### config.mk
export PLATFORM = sky130hd
export DESIGN_NAME = stopwatch_ctrl
export DESIGN_NICKNAME = d
export VERILOG_FILES = /design/src/rtl/stopwatch_pkg.sv /design/src/rtl/upcount.sv /design/src/rtl/stopwatch_ctrl.sv
export SDC_FILE = /design/constraint.sdc
export NUM_CORES = 1
export LEC_CHECK = 0
export BUFFER_PORTS_ARGS = -buffer_cell sky130_fd_sc_hd__buf_2
export CORE_UTILIZATION = 40
export DETAILED_ROUTE_END_ITERATION = 7
export SLEW_MARGIN = 20
export SYNTH_ARGS = -nofsm -noshare
export SYNTH_HDL_FRONTEND = slang
export SYNTH_HIERARCHICAL = 1
export SYNTH_SLANG_ARGS = --single-unit
export TNS_END_PERCENT = 1
### constraint.sdc
create_clock -name clk -period 2.44 [get_ports clk]
set_input_delay 0.122 -clock clk [delete_from_list [all_inputs] [get_ports clk]]
set_output_delay 0.122 -clock clk [all_outputs]
set_load 0.05 [all_outputs]
### src/rtl/stopwatch_pkg.sv
// Shared types and default sizing for the stopwatch control slice.
package stopwatch_pkg;

    typedef enum logic [1:0] {
        IDLE  = 2'd0,
        RUN   = 2'd1,
        PAUSE = 2'd2
    } sw_state_t;

    localparam int unsigned TICK_DIV_DEF = 500000;  // 50 MHz -> 100 Hz
    localparam int unsigned CS_N_DEF     = 100;
    localparam int unsigned SEC_N_DEF    = 60;
    localparam int unsigned MIN_N_DEF    = 60;

    // Bits needed to hold 0..n-1; never narrower than one bit.
    function automatic int unsigned cnt_w(input int unsigned n);
        return (n < 2) ? 1 : $clog2(n);
    endfunction

endpackage

### src/rtl/upcount.sv
// Modulo-N up counter with synchronous reset and count enable.
// Ports:
//   clk       - clock, posedge
//   sreset    - synchronous active-high reset to zero
//   i_enable  - advance by one on the next edge (wraps N-1 -> 0)
//   o_val     - current count
//   o_last    - 1 while o_val == N-1
module upcount
    import stopwatch_pkg::*;
#(
    parameter  int unsigned N = 10,
    localparam int unsigned W = cnt_w(N)
) (
    input  logic         clk,
    input  logic         sreset,
    input  logic         i_enable,
    output logic [W-1:0] o_val,
    output logic         o_last
);

    assign o_last = (o_val == W'(N - 1));

    // Count register
    always_ff @(posedge clk) begin
        if (sreset) begin
            o_val <= '0;
        end else if (i_enable) begin
            o_val <= o_last ? '0 : o_val + W'(1);
        end
    end

endmodule

### src/rtl/stopwatch_ctrl.sv
// Stopwatch control: run/pause/clear FSM, prescaled enable cascade into the
// centisecond/second/minute counters, lap freeze latch and wrap pulse.
// Ports:
//   clk, sreset     - clock and synchronous active-high reset
//   i_start_stop    - pulse, toggles run/pause
//   i_clear         - pulse, zeroes counts (ignored while running)
//   i_lap           - pulse, toggles lap freeze (running only)
//   o_cs/o_sec/o_min- displayed time (latched lap or live counts)
//   o_running       - 1 in RUN
//   o_lap_active    - 1 while display is frozen
//   o_rollover      - one-cycle pulse in the first cycle after a full wrap
module stopwatch_ctrl
    import stopwatch_pkg::*;
#(
    parameter  int unsigned TICK_DIV = TICK_DIV_DEF,
    parameter  int unsigned CS_N     = CS_N_DEF,
    parameter  int unsigned SEC_N    = SEC_N_DEF,
    parameter  int unsigned MIN_N    = MIN_N_DEF,
    localparam int unsigned CS_W     = cnt_w(CS_N),
    localparam int unsigned SEC_W    = cnt_w(SEC_N),
    localparam int unsigned MIN_W    = cnt_w(MIN_N),
    localparam int unsigned PRE_W    = cnt_w(TICK_DIV)
) (
    input  logic             clk,
    input  logic             sreset,
    input  logic             i_start_stop,
    input  logic             i_clear,
    input  logic             i_lap,
    output logic [CS_W-1:0]  o_cs,
    output logic [SEC_W-1:0] o_sec,
    output logic [MIN_W-1:0] o_min,
    output logic             o_running,
    output logic             o_lap_active,
    output logic             o_rollover
);

    sw_state_t state_q;
    sw_state_t state_d;

    logic running;
    logic clear_fire;
    logic lap_fire;
    logic tick;
    logic cs_en;
    logic sec_en;
    logic min_en;
    logic wrap;
    logic cnt_rst;

    logic [PRE_W-1:0] pre_val;
    logic             pre_last;
    logic [CS_W-1:0]  cs_val;
    logic             cs_last;
    logic [SEC_W-1:0] sec_val;
    logic             sec_last;
    logic [MIN_W-1:0] min_val;
    logic             min_last;

    logic [CS_W-1:0]  lap_cs_q;
    logic [SEC_W-1:0] lap_sec_q;
    logic [MIN_W-1:0] lap_min_q;
    logic             lap_active_q;
    logic             rollover_q;

    // Prescaler phase is internal; only its terminal flag is consumed.
    logic unused_pre_val;
    assign unused_pre_val = ^pre_val;

    // State register
    always_ff @(posedge clk) begin
        if (sreset) begin
            state_q <= IDLE;
        end else begin
            state_q <= state_d;
        end
    end

    // Next state: clear beats start_stop when stopped, start_stop beats clear when running
    always_comb begin
        state_d = state_q;
        unique case (state_q)
            IDLE: begin
                if (i_clear)           state_d = IDLE;
                else if (i_start_stop) state_d = RUN;
            end
            RUN: begin
                if (i_start_stop)      state_d = PAUSE;
            end
            PAUSE: begin
                if (i_clear)           state_d = IDLE;
                else if (i_start_stop) state_d = RUN;
            end
            default: state_d = IDLE;
        endcase
    end

    // State decode: accepted pulses and the enable cascade
    always_comb begin
        running    = 1'b0;
        clear_fire = 1'b0;
        lap_fire   = 1'b0;
        tick       = 1'b0;
        cs_en      = 1'b0;
        sec_en     = 1'b0;
        min_en     = 1'b0;
        wrap       = 1'b0;

        running    = (state_q == RUN);
        clear_fire = i_clear & ~running;
        lap_fire   = i_lap & ~i_start_stop & running;
        // Gate with running so a prescaler parked at its last value cannot tick in PAUSE.
        tick       = running & pre_last;
        cs_en      = tick;
        sec_en     = tick & cs_last;
        min_en     = sec_en & sec_last;
        wrap       = min_en & min_last;
    end

    assign cnt_rst = sreset | clear_fire;

    upcount #(.N(TICK_DIV)) u_prescaler (
        .clk      (clk),
        .sreset   (cnt_rst),
        .i_enable (running),
        .o_val    (pre_val),
        .o_last   (pre_last)
    );

    upcount #(.N(CS_N)) u_cs (
        .clk      (clk),
        .sreset   (cnt_rst),
        .i_enable (cs_en),
        .o_val    (cs_val),
        .o_last   (cs_last)
    );

    upcount #(.N(SEC_N)) u_sec (
        .clk      (clk),
        .sreset   (cnt_rst),
        .i_enable (sec_en),
        .o_val    (sec_val),
        .o_last   (sec_last)
    );

    upcount #(.N(MIN_N)) u_min (
        .clk      (clk),
        .sreset   (cnt_rst),
        .i_enable (min_en),
        .o_val    (min_val),
        .o_last   (min_last)
    );

    // Lap latch captures the pre-edge live counts; rollover marks the all-zero cycle
    always_ff @(posedge clk) begin
        if (sreset) begin
            lap_cs_q     <= '0;
            lap_sec_q    <= '0;
            lap_min_q    <= '0;
            lap_active_q <= 1'b0;
            rollover_q   <= 1'b0;
        end else begin
            rollover_q <= wrap;
            if (clear_fire) begin
                lap_active_q <= 1'b0;
            end else if (lap_fire) begin
                if (!lap_active_q) begin
                    lap_cs_q     <= cs_val;
                    lap_sec_q    <= sec_val;
                    lap_min_q    <= min_val;
                    lap_active_q <= 1'b1;
                end else begin
                    lap_active_q <= 1'b0;
                end
            end
        end
    end

    assign o_running    = running;
    assign o_lap_active = lap_active_q;
    assign o_rollover   = rollover_q;
    assign o_cs         = lap_active_q ? lap_cs_q  : cs_val;
    assign o_sec        = lap_active_q ? lap_sec_q : sec_val;
    assign o_min        = lap_active_q ? lap_min_q : min_val;

endmodule
==> results of run 1 <==
==> logic make-up (layout without fill, tap and decap cells) <==
kind of cell | after synthesis | count (layout) | share of synthesized area [%]
buffers and inverters | 21 | 70 | 4.33
flip-flops | 61 | 61 | 40.3
adder cells (fa/ha/maj) | 4 | 4 | 1.65
XOR/XNOR | 17 | 17 | 4.91
AND/OR/NAND/NOR | 138 | 138 | 25.9
multiplexers | 41 | 41 | 14.3
AO/OA/AOI/OAI | 37 | 37 | 8.58
==> Yosys cell counts (3+ instances only) <==
cell	number	area share, %
a21oi_1	13	2.1
buf_2	4	0.66
clkbuf_1	3	0.37
dfxtp_1	61	40
ha_1	4	1.7
inv_1	9	1.1
mux2_1	19	7.1
mux2i_1	22	7.3
nand2_1	18	2.2
nand2b_1	4	0.83
nand3_1	7	1.2
nand3b_1	6	1.5
nand4_1	12	2.5
nor2_1	45	5.6
nor4_1	7	1.4
o211ai_1	3	0.74
o21ai_0	3	0.50
o21ai_1	4	0.66
or2_2	3	0.62
or3_1	5	1.0
xnor2_1	12	3.5
xor2_1	5	1.4
==> layout by cell type (no fill, tap or decap), types with 12 or more instances in the layout <==
| cell type | netlist | routed |
|---|---|---|
| nand2_1 | 18 | 18 |
| nand4_1 | 12 | 12 |
| mux2i_1 | 22 | 22 |
| nor2_1 | 45 | 45 |
| xnor2_1 | 12 | 12 |
| buf_2 | 4 | 26 |
| buf_4 | 2 | 18 |
| dfxtp_1 | 61 | 61 |
| mux2_1 | 19 | 19 |
| a21oi_1 | 13 | 13 |
==> registers in the layout, indices dropped and copies added (netlist names) <==
signal / cells
u_prescaler/o_val: 19
lap_cs_q: 7
u_cs/o_val: 7
lap_min_q: 6
lap_sec_q: 6
u_min/o_val: 6
u_sec/o_val: 6
state_q: 2
o_lap_active: 1
o_rollover: 1
==> critical path, stage by stage (launching register included) <==
cell	delay, ns
dfxtp_1	0.31
or4_2	0.67
nor4_2	0.27
buf_4	0.16
and2_1	0.13
nand4_1	0.13
or3_1	0.36
a221oi_2	0.23
==> through the flow <==
stage	instances	instance area, um2	setup TNS [ns]	power (mW)
6_report	467	3520	0	1.84
5_1_grt	467	3520	-0.0376	1.91
4_1_cts	467	3510	0	1.86
3_5_place_dp	451	3350	0	1.09
3_3_place_gp	451	3350	0	1.09
2_1_floorplan	319	3040	0	1.07
==> what timing repair did <==
item                                    in CTS  in global routing
endpoints found under the setup margin       0                  9
hold buffers                                 0                  0
gates resized for setup                      0                  4
==> metal layers <==
metal | track usage (%) | part of all wire [%] | vias to the layer above
met5 | 0 | 0 | -
met4 | 7.79 | 1.6 | 0
met3 | 3.69 | 3.5 | 8
met2 | 25.9 | 42 | 45
met1 | 22.9 | 52 | 1159
li1 | - | - | 1238
==> layout make-up <==
class,count,area [um2]
Timing Repair Buffer,45,285
Fill cell,719,3770
Tap cell,99,124
Sequential cell,61,1220
Inverter,9,33.8
Multi-Input combinational cell,237,1690
Clock buffer,9,124
Clock inverter,7,42.5
==> how the worst max path moves through the flow <==
stage	to	slack, ns	from	cells past startpoint
finish	u_cs/o_val[6]$_SDFFE_PP0P_	0.13	u_prescaler/o_val[9]$_SDFFE_PP0P_	7
global route	u_cs/o_val[6]$_SDFFE_PP0P_	-0.02	u_prescaler/o_val[9]$_SDFFE_PP0P_	7
CTS	u_min/o_val[2]$_SDFFE_PP0P_	0.04	u_prescaler/o_val[9]$_SDFFE_PP0P_	7
detailed placement	u_min/o_val[2]$_SDFFE_PP0P_	0.06	u_prescaler/o_val[9]$_SDFFE_PP0P_	7
global placement	u_min/o_val[2]$_SDFFE_PP0P_	0.11	u_prescaler/o_val[9]$_SDFFE_PP0P_	7
floorplan	u_min/o_val[2]$_SDFFE_PP0P_	0.16	u_prescaler/o_val[9]$_SDFFE_PP0P_	7
==> power by group <==
part / switching (mW) / internal [mW] / leakage, nW / total, mW
Sequential: 0.00281 / 0.997 / 0.491 / 1.00
Combinational: 0.0437 / 0.0246 / 0.703 / 0.0683
Clock: 0.407 / 0.360 / 0.0808 / 0.767
Total: 0.454 / 1.38 / 1.28 / 1.84
==> key figures, run 1 <==
Clocking
  • Postcts setup bufs: 0
  • Clk Latency, worst-skew pair: approximately 0.33 ns
  • Clk sinks: 61
  • Worst-path clk slew: 0.07 ns
  • TritonCTS clock tree: yes
  • CTS Buf Count: 9
  • H-Tree Depth: 3
  • Clock Root Buffer: clkbuf_8
  • Clock buffer depth: 2

Final layout
  • Fraction of layout cells with a size suffix above 1: 23.4%
  • Antenna diode count: 0
  • Layout area overhead: 16.2%
  • Layout Nets: 372
  • Final core utilization: about 48%

Place
  • Post-DP HPWL: 4.32 mm
  • Routability cong.: roughly 0.82
  • Port buffer count: 26
  • Pre-CTS WS: between 0.05 and 0.06 ns

Synth
  • Synth Flop Type: dfxtp_1
  • Syn Nets: between 300 and 400
  • Post-Syn Area: about 3000 um2
  • Synth warn: 6
  • Synth Instances: 319
  • Avg Inst Size Synth: around 9.5 um2
  • Cell variety after synth: 56
  • Sequential element share of the synthesized area: 40.3%
  • Synth Register Bits: 61
  • Ys async rst share: 0%
  • Post-synth EDFFs: 0

Hold path
  • Worst hold-check path type: input port to register
  • Hold EP: state_q[1]$_SDFFE_PP0P_
  • WHS Path Cells: 3
  • Startpoint of the worst hold path: i_start_stop

Setup path
  • Setup crit start kind: register
  • Crit path kind: register to register
  • R2r setup slk: around 0.13 ns
  • R2r worst-path depth: 7
  • CP Data Required Time: between 2 and 3 ns
  • Crit Path Max Fanout: 4
  • CP endpoint kind: register
  • Worst R2R Start: u_prescaler/o_val[9]$_SDFFE_PP0P_
  • Worst flop-to-flop path endpoint: u_cs/o_val[6]$_SDFFE_PP0P_
  • WP data arrival: ~2.6 ns

STA
  • Worst hold slack: 0.0894 ns
  • Setup ws final: around 0.13 ns
  • Final hold vios: 0
  • Unrepaired setup endpoints after global routing: yes
  • Fmax: about 430 MHz
  • Actual slew at the worst max-slew pin: between 0.6 and 0.7 ns
  • Clk_skew: about 0.0085 ns
  • Rel. slew slack: approximately 56%
  • Fin crit share: about 95%
  • Final setup viols: 0
  • Final min period: between 2 and 2.5 ns
  • Final slew viol count: 0

GRT
  • Largest net degree at the start of global routing: 24
  • GRT Residual Overflow: 0
  • Initial antenna violation count: 0
  • Total GRT Usage: 16.9%
  • Number of global-route vias before repair: 2245
  • Global-route wire length before repair: between 10 and 15 mm

Floorplan
  • # IOs: 27
  • Die area: between 7000 and 8000 um2
  • Core ar.: ~7300 um2
  • Num rows: 31
  • Starting Density: between 40% and 50%
  • Die Width: 89.1 um
  • Die height: 89.1 um

Pwr
  • Lkg Pwr: approximately 1.3 nW
  • Worst vdd ir: around 0.00028 V
  • Pwr/cell area: 521 nW/um2

Detailed routing
  • Drt first pass iters: 4
  • Number of DRC markers in iteration 0: 67
  • Routed WL: 6.07 mm
  • Routed len/inst: 13.0 um
  • Routed vias: about 2500
  • Vias per cell: around 5.2
  • Antenna viol nets, final: 0
  • DRC: 0

Job
  • Maxcap violations: 0

Run status
  • Status: complete, no violations
Note: power is estimated with default switching activity, not from simulation.
==> run 2: changes to the inputs <==
- CTS_BUF_LIST: not set -> sky130_fd_sc_hd__clkbuf_16
- SYNTH_HIERARCHICAL: 1 -> not set
==> run 2 against run 1 <==
Final cell count is 3.4% lower. Sequential power hardly changed. Register-to-register slack better by 0.37 ns. Area after synthesis is 3.1% lower. Via count is 2.9% lower. Sequential cell count stayed put. Combinational power is 13% lower. Setup slack better by 0.37 ns. Power is 23% higher. Global-route usage is 1.0 points higher. Final area is 2.3% lower. Critical path type unchanged. Largest power group is now clock.
==> key figures, run 2 <==
Run status
  • Status: complete, no violations

Synth
  • Synth Instances: 322
  • Yosys top cell by area: dfxtp_1
  • Top post-synthesis cells by count: dfxtp_1, nor2_1, nand2_1
  • Area contributors post-synth: dfxtp_1, mux2_2, nor2_1
  • Synth warn: 0
  • Cell variety after synth: 50
  • Most common cell in the netlist: dfxtp_1
  • Ys async rst share: 0%
  • Synth Flop Type: dfxtp_1
  • Sequential element share of the synthesized area: about 42%
  • Avg Inst Size Synth: roughly 9 um2
  • Top-area cell type share of the netlist area: about two fifths
  • Synth Register Bits: 61
  • Post-Syn Area: 2940 um2
  • Post-synth EDFFs: 0
  • Syn Nets: approximately 330

Clocking
  • Post-CTS resize count: 0
  • Postcts setup bufs: 0
  • Number of hold buffers added after CTS: 0
  • Clock buffer depth: 2
  • Clk sinks: 61
  • H-Tree Depth: 3
  • Clock Root Buffer: clkbuf_16
  • CTS Buf Count: 9
  • Worst-path clk slew: roughly 0.05 ns
  • Clk Latency, worst-skew pair: between 0.3 and 0.4 ns
  • TritonCTS clock tree: yes

Floorplan
  • Die height: 87.7 um
  • # IOs: 27
  • Num rows: 30
  • Starting Density: between 40% and 50%
  • Core ar.: between 6000 and 7000 um2
  • Die area: between 7000 and 8000 um2
  • Die Width: between 80 and 90 um

Setup path
  • CP Capture Point: u_prescaler.o_val[15]$_SDFFE_PP0N_
  • CP Launch Point: u_prescaler.o_val[7]$_SDFFE_PP0N_
  • R2r worst-path depth: 5
  • Worst flop-to-flop path endpoint: u_prescaler.o_val[15]$_SDFFE_PP0N_
  • Setup crit start kind: register
  • Crit Path Max Fanout: 18
  • CP Data Required Time: approximately 2.6 ns
  • Worst R2R Start: u_prescaler.o_val[7]$_SDFFE_PP0N_
  • WP data arrival: roughly 2.1 ns
  • CP endpoint kind: register
  • R2r setup slk: 0.50 ns
  • Crit path kind: register to register

STA
  • Setup ws final: 0.498 ns
  • Unrepaired setup endpoints after global routing: no
  • Setup tns final: 0 ns
  • Final slew viol count: 0
  • Clk_skew: about 0.0079 ns
  • Fin crit share: 79.6%
  • Final hold vios: 0
  • Final setup viols: 0
  • Final min period: 1.94 ns
  • Fmax: just over 500 MHz
  • Rel. slew slack: a little under three fifths
  • Actual slew at the worst max-slew pin: ~0.65 ns
  • Worst hold slack: 0.0912 ns

GRT
  • Number of global-route vias before repair: approximately 2200
  • Largest net degree at the start of global routing: 25
  • Global-route wire length before repair: approximately 10 mm
  • Initial antenna violation count: 0
  • GRT Residual Overflow: 0
  • Total GRT Usage: approximately 18%

Detailed routing
  • Routed vias: roughly 2400
  • Vias per cell: about 5.3
  • Number of DRC markers in iteration 0: slightly below 100
  • Routed len/inst: roughly 13 um
  • DRC: 0
  • Routed WL: between 6 and 7 mm
  • Drt first pass iters: 4
  • Antenna viol nets, final: 0

Job
  • Maxcap violations: 0

Place
  • Port buffer count: 26
  • Post-DP HPWL: about 4.1 mm
  • Pre-CTS WS: 0.492 ns
  • Routability cong.: 0.791

Final layout
  • Largest register FFs: 19
  • Antenna diode count: 0
  • Final core utilization: 49.6%
  • Fraction of layout cells with a size suffix above 1: 21.4%
  • Largest Register: u_prescaler.o_val
  • Most frequent cells in the layout: dfxtp_1, nor2_1, nand2_1
  • Layout area overhead: 17.1%
  • Largest regs: u_prescaler.o_val (19), lap_cs_q (7), u_cs.o_val (7)
  • Commonest non-fill, non-tap cell in the layout: dfxtp_1
  • Layout Nets: around 360
  • Fill count: 672

Pwr
  • Lkg Pwr: around 1.3 nW
  • Worst vdd ir: ~0.00054 V
  • Pwr/cell area: between 600 and 700 nW/um2
  • Total power: 2.26 mW

Hold path
  • Worst hold-check path type: input port to register
  • WHS Path Cells: 3
-- run 2: cell count changes after synthesis, moves of 7 or more --
| cell | before | now |
|---|---|---|
| mux2_1 | 19 | 0 |
| mux2_2 | 0 | 19 |
| nand2_1 | 18 | 30 |
| nor2_1 | 45 | 56 |
| xor2_1 | 5 | 16 |
| nand3_1 | 7 | 17 |
| inv_1 | 9 | 0 |
| a21oi_1 | 13 | 6 |
-- run 2: worst min-delay path by stage --
stage                 startpoint                         to  slack, ns
floorplan                 sreset  lap_sec_q[1]$_SDFFE_PP0P_       0.19
global placement    i_start_stop    state_q[1]$_SDFFE_PP0P_       0.42
detailed placement  i_start_stop    state_q[1]$_SDFFE_PP0P_       0.43
CTS                 i_start_stop    state_q[1]$_SDFFE_PP0P_       0.08
global route        i_start_stop    state_q[1]$_SDFFE_PP0P_       0.11
finish              i_start_stop    state_q[1]$_SDFFE_PP0P_       0.09
-- run 2: layout make-up --
class | count | area [um2] | share of cell area, %
flip-flops and latches | 61 | 1220 | 35.5
clock buffers | 9 | 225 | 6.54
well taps | 96 | 120 | 3.49
inverters | 1 | 3.75 | 0.109
repair buffers | 31 | 168 | 4.87
clock inverters | 7 | 57.6 | 1.67
multi-input cells | 246 | 1650 | 47.8
-- run 2: where the power goes --
part           total [mW]  internal [mW]  switching [mW]
combinational      0.0597         0.0160          0.0437
sequential           1.00           1.00         0.00225
clock                1.20          0.773           0.425
-- run 2: cell families (layout without fill, tap and decap cells) --
group / after synthesis / after routing / synth area share, %
AO/OA/AOI/OAI: 25 / 25 / 6.00
buffers and inverters: 15 / 48 / 2.60
flip-flops: 61 / 61 / 41.5
multiplexers: 39 / 39 / 14.1
AND/OR/NAND/NOR: 154 / 154 / 26.9
adder cells (fa/ha/maj): 4 / 4 / 1.70
XOR/XNOR: 24 / 24 / 7.15
-- run 2: per-layer routing --
metal | track usage (%) | wire [um]
met4 | 7.60 | 98
met1 | 21.7 | 2940
met2 | 28.9 | 2780
met3 | 6.41 | 243
met5 | 0 | 0
-- run 2: stage by stage --
stage	cells	cell area [um2]
floorplan	322	2940
global placement	435	3160
detailed placement	435	3160
CTS	451	3440
global route	451	3440
finish	451	3440
-- run 2: critical path: stages (launching register included) --
cell      delay (ns)
dfxtp_1         0.35
nor4bb_1        0.29
and4_1          0.40
nand2_1         0.15
nand2_1         0.49
nor2_1          0.11
==> run 3: changes to the inputs <==
- clock period: 2.44 -> 1.7 ns (I/O delays scaled with it)
==> run 3 against run 2 <==
The flow now finishes with violations (setup timing). Global-route usage up 0.97 points. Non-clock buffer count up 41. Clock-buffer cell count unchanged. Die area unchanged. Sequential share of layout area down 3.6 points. Sequential power up 44%. First-iteration DRC count up 67%. Fmax up 10%. Sequential cell count unchanged. Clock skew down 0.0022 ns. Combinational power up 81%. Critical path depth up 2. Largest cell class unchanged. Largest power group unchanged. Highest routed layer unchanged.
==> key figures, run 3 (synthesized netlist as in run 2, its figures left out) <==
GRT
  • Initial antenna violation count: 0
  • Total GRT Usage: around a fifth
  • GRT Residual Overflow: 0
  • Largest net degree at the start of global routing: 23
  • Number of global-route vias before repair: ~2500
  • Global-route wire length before repair: roughly 11 mm

Floorplan
  • Die height: 87.7 um
  • # IOs: 27
  • Core ar.: around 6900 um2
  • Starting Density: a little over two fifths
  • Die area: 7690 um2
  • Num rows: 30
  • Die Width: around 88 um

Setup path
  • CP Launch Point: u_cs.o_val[1]$_SDFFE_PP0N_
  • Setup crit start kind: register
  • Crit Path Max Fanout: 5
  • CP Data Required Time: about 1.9 ns
  • Crit path kind: register to register
  • Worst flop-to-flop path endpoint: u_min.o_val[3]$_SDFFE_PP0P_
  • CP endpoint kind: register
  • WP data arrival: about 2.0 ns
  • R2r worst-path depth: 7
  • R2r setup slk: -0.07 ns
  • CP Capture Point: u_min.o_val[3]$_SDFFE_PP0P_
  • Worst R2R Start: u_cs.o_val[1]$_SDFFE_PP0N_

Final layout
  • Most frequent cells in the layout: nor2_1, dfxtp_1, buf_4
  • Largest Register: u_prescaler.o_val
  • Fin area: 3860 um2
  • Commonest non-fill, non-tap cell in the layout: nor2_1
  • Layout Nets: approximately 400
  • Fraction of layout cells with a size suffix above 1: roughly 34%
  • Largest register FFs: 19
  • Antenna diode count: 0
  • Largest regs: u_prescaler.o_val (19), lap_cs_q (7), u_cs.o_val (7)
  • Layout area overhead: 31.3%

Detailed routing
  • Routed vias: 2583
  • Routed WL: 6.82 mm
  • Antenna viol nets, final: 0
  • Number of DRC markers in iteration 0: between 150 and 200
  • Vias per cell: about 5.2
  • DRC: 0
  • Drt first pass iters: 4
  • Routed len/inst: approximately 14 um

Clocking
  • Worst-path clk slew: approximately 0.05 ns
  • Clk Latency, worst-skew pair: roughly 0.33 ns
  • TritonCTS clock tree: yes
  • Clock buffer depth: 2
  • Number of hold buffers added after CTS: 0
  • CTS Buf Count: 9
  • H-Tree Depth: 3
  • Clock Root Buffer: clkbuf_16
  • Clk sinks: 61

Pwr
  • P_int: between 2 and 3 mW
  • P_sw: between 600 and 700 uW
  • Seq pwr share: about 44%
  • Net Sw Frac: a little over a fifth
  • Lkg Pwr: ~1.5 nW
  • Clock power share: 52.8%
  • Logic pwr share: under 10%
  • Pwr/cell area: 848 nW/um2
  • Total power: roughly 3.3 mW
  • Worst vdd ir: about 0.00046 V

STA
  • Setup ws final: -0.0651 ns
  • Fin crit share: 104%
  • Fmax: 567 MHz
  • Final min period: 1.77 ns
  • Rel. slew slack: 76.2%
  • Final hold vios: 0
  • Unrepaired setup endpoints after global routing: yes
  • Final slew viol count: 0
  • Final setup viols: 9
  • Clk_skew: around 0.0057 ns
  • Actual slew at the worst max-slew pin: roughly 0.35 ns

Place
  • Post-DP Area: approximately 3400 um2
  • Routability cong.: roughly 0.82
  • Port buffer count: 26
  • Post-DP HPWL: approximately 4.6 mm

Run status
  • Violated checks: setup timing
  • Status: finished with violations

Hold path
  • Startpoint of the worst hold path: i_start_stop
  • Worst hold-check path type: input port to register

Job
  • Maxcap violations: 0
run 3: cell count changes in the layout (fill, tap and decap cells not counted), sizes merged:
cell | previous run | this run
clkinvlp | 0 | 1
inv | 1 | 2
and3 | 6 | 7
clkinv | 6 | 4
buf | 31 | 72
run 3: stage by stage:
stage / setup slack [ns] / TNS, ns / instances / hold slack [ns] / utilization, %
5_1_grt: -0.151 / -1.43 / 493 / 0.105 / 55.6
3_5_place_dp: -0.0818 / -0.0965 / 469 / 0.407 / 49.6
4_1_cts: 0.00527 / 0 / 489 / 0.0719 / 54.2
6_report: -0.0651 / -0.363 / 493 / 0.0912 / 55.6
2_1_floorplan: -0.00518 / -0.0289 / 322 / 0.157 / -
3_3_place_gp: 0.0376 / 0 / 469 / 0.405 / 49.6
run 3: how the worst min path moves through the flow:
stage / slack [ns] / to / depth (start not counted)
2_1_floorplan: 0.16 / lap_sec_q[1]$_SDFFE_PP0P_ / 1
6_report: 0.09 / state_q[1]$_SDFFE_PP0P_ / 3
4_1_cts: 0.07 / state_q[1]$_SDFFE_PP0P_ / 3
3_5_place_dp: 0.41 / state_q[1]$_SDFFE_PP0P_ / 3
5_1_grt: 0.10 / state_q[1]$_SDFFE_PP0P_ / 3
3_3_place_gp: 0.40 / state_q[1]$_SDFFE_PP0P_ / 3
run 3: power by group through the flow:
stage                     sequential, mW  clock, mW  combinational, mW
after floorplan                     1.47          0             0.0595
after global placement              1.47          0              0.107
after detailed placement            1.47          0              0.106
after CTS                           1.44       1.76              0.107
after global routing                1.44       1.81              0.116
final                               1.44       1.73              0.108
run 3: layout make-up:
cell class | instances | area [um2]
fill | 641 | 3090
multi-input combinational | 247 | 1710
inverter | 1 | 5.00
tap | 96 | 120
clock inverter | 7 | 58.8
timing repair buffer | 72 | 508
sequential | 61 | 1230
clock buffer | 9 | 225
run 3: metal layers:
metal | GRT usage (%) | wire length [um] | vias to the layer above
met5 | 0 | 0 | -
met4 | 5.96 | 66 | 0
met3 | 6.03 | 251 | 6
met2 | 32.6 | 3300 | 49
met1 | 22.3 | 3200 | 1227
li1 | - | - | 1301
run 3: critical path, stage by stage, from the launching register on:
cell and delay, ns:
dfxtp_2 0.35, ha_4 0.17, nand3_4 0.09, nor4_4 0.41, and3_4 0.31, buf_4 0.13
a41o_2 0.18, nor2_1 0.03
run 3: what timing repair did:
item,4_1_cts,5_1_grt
gates resized for setup,3,19
buffers inserted,4,3
pin swaps,2,10
gates cloned,0,1
setup endpoints to repair,3,55
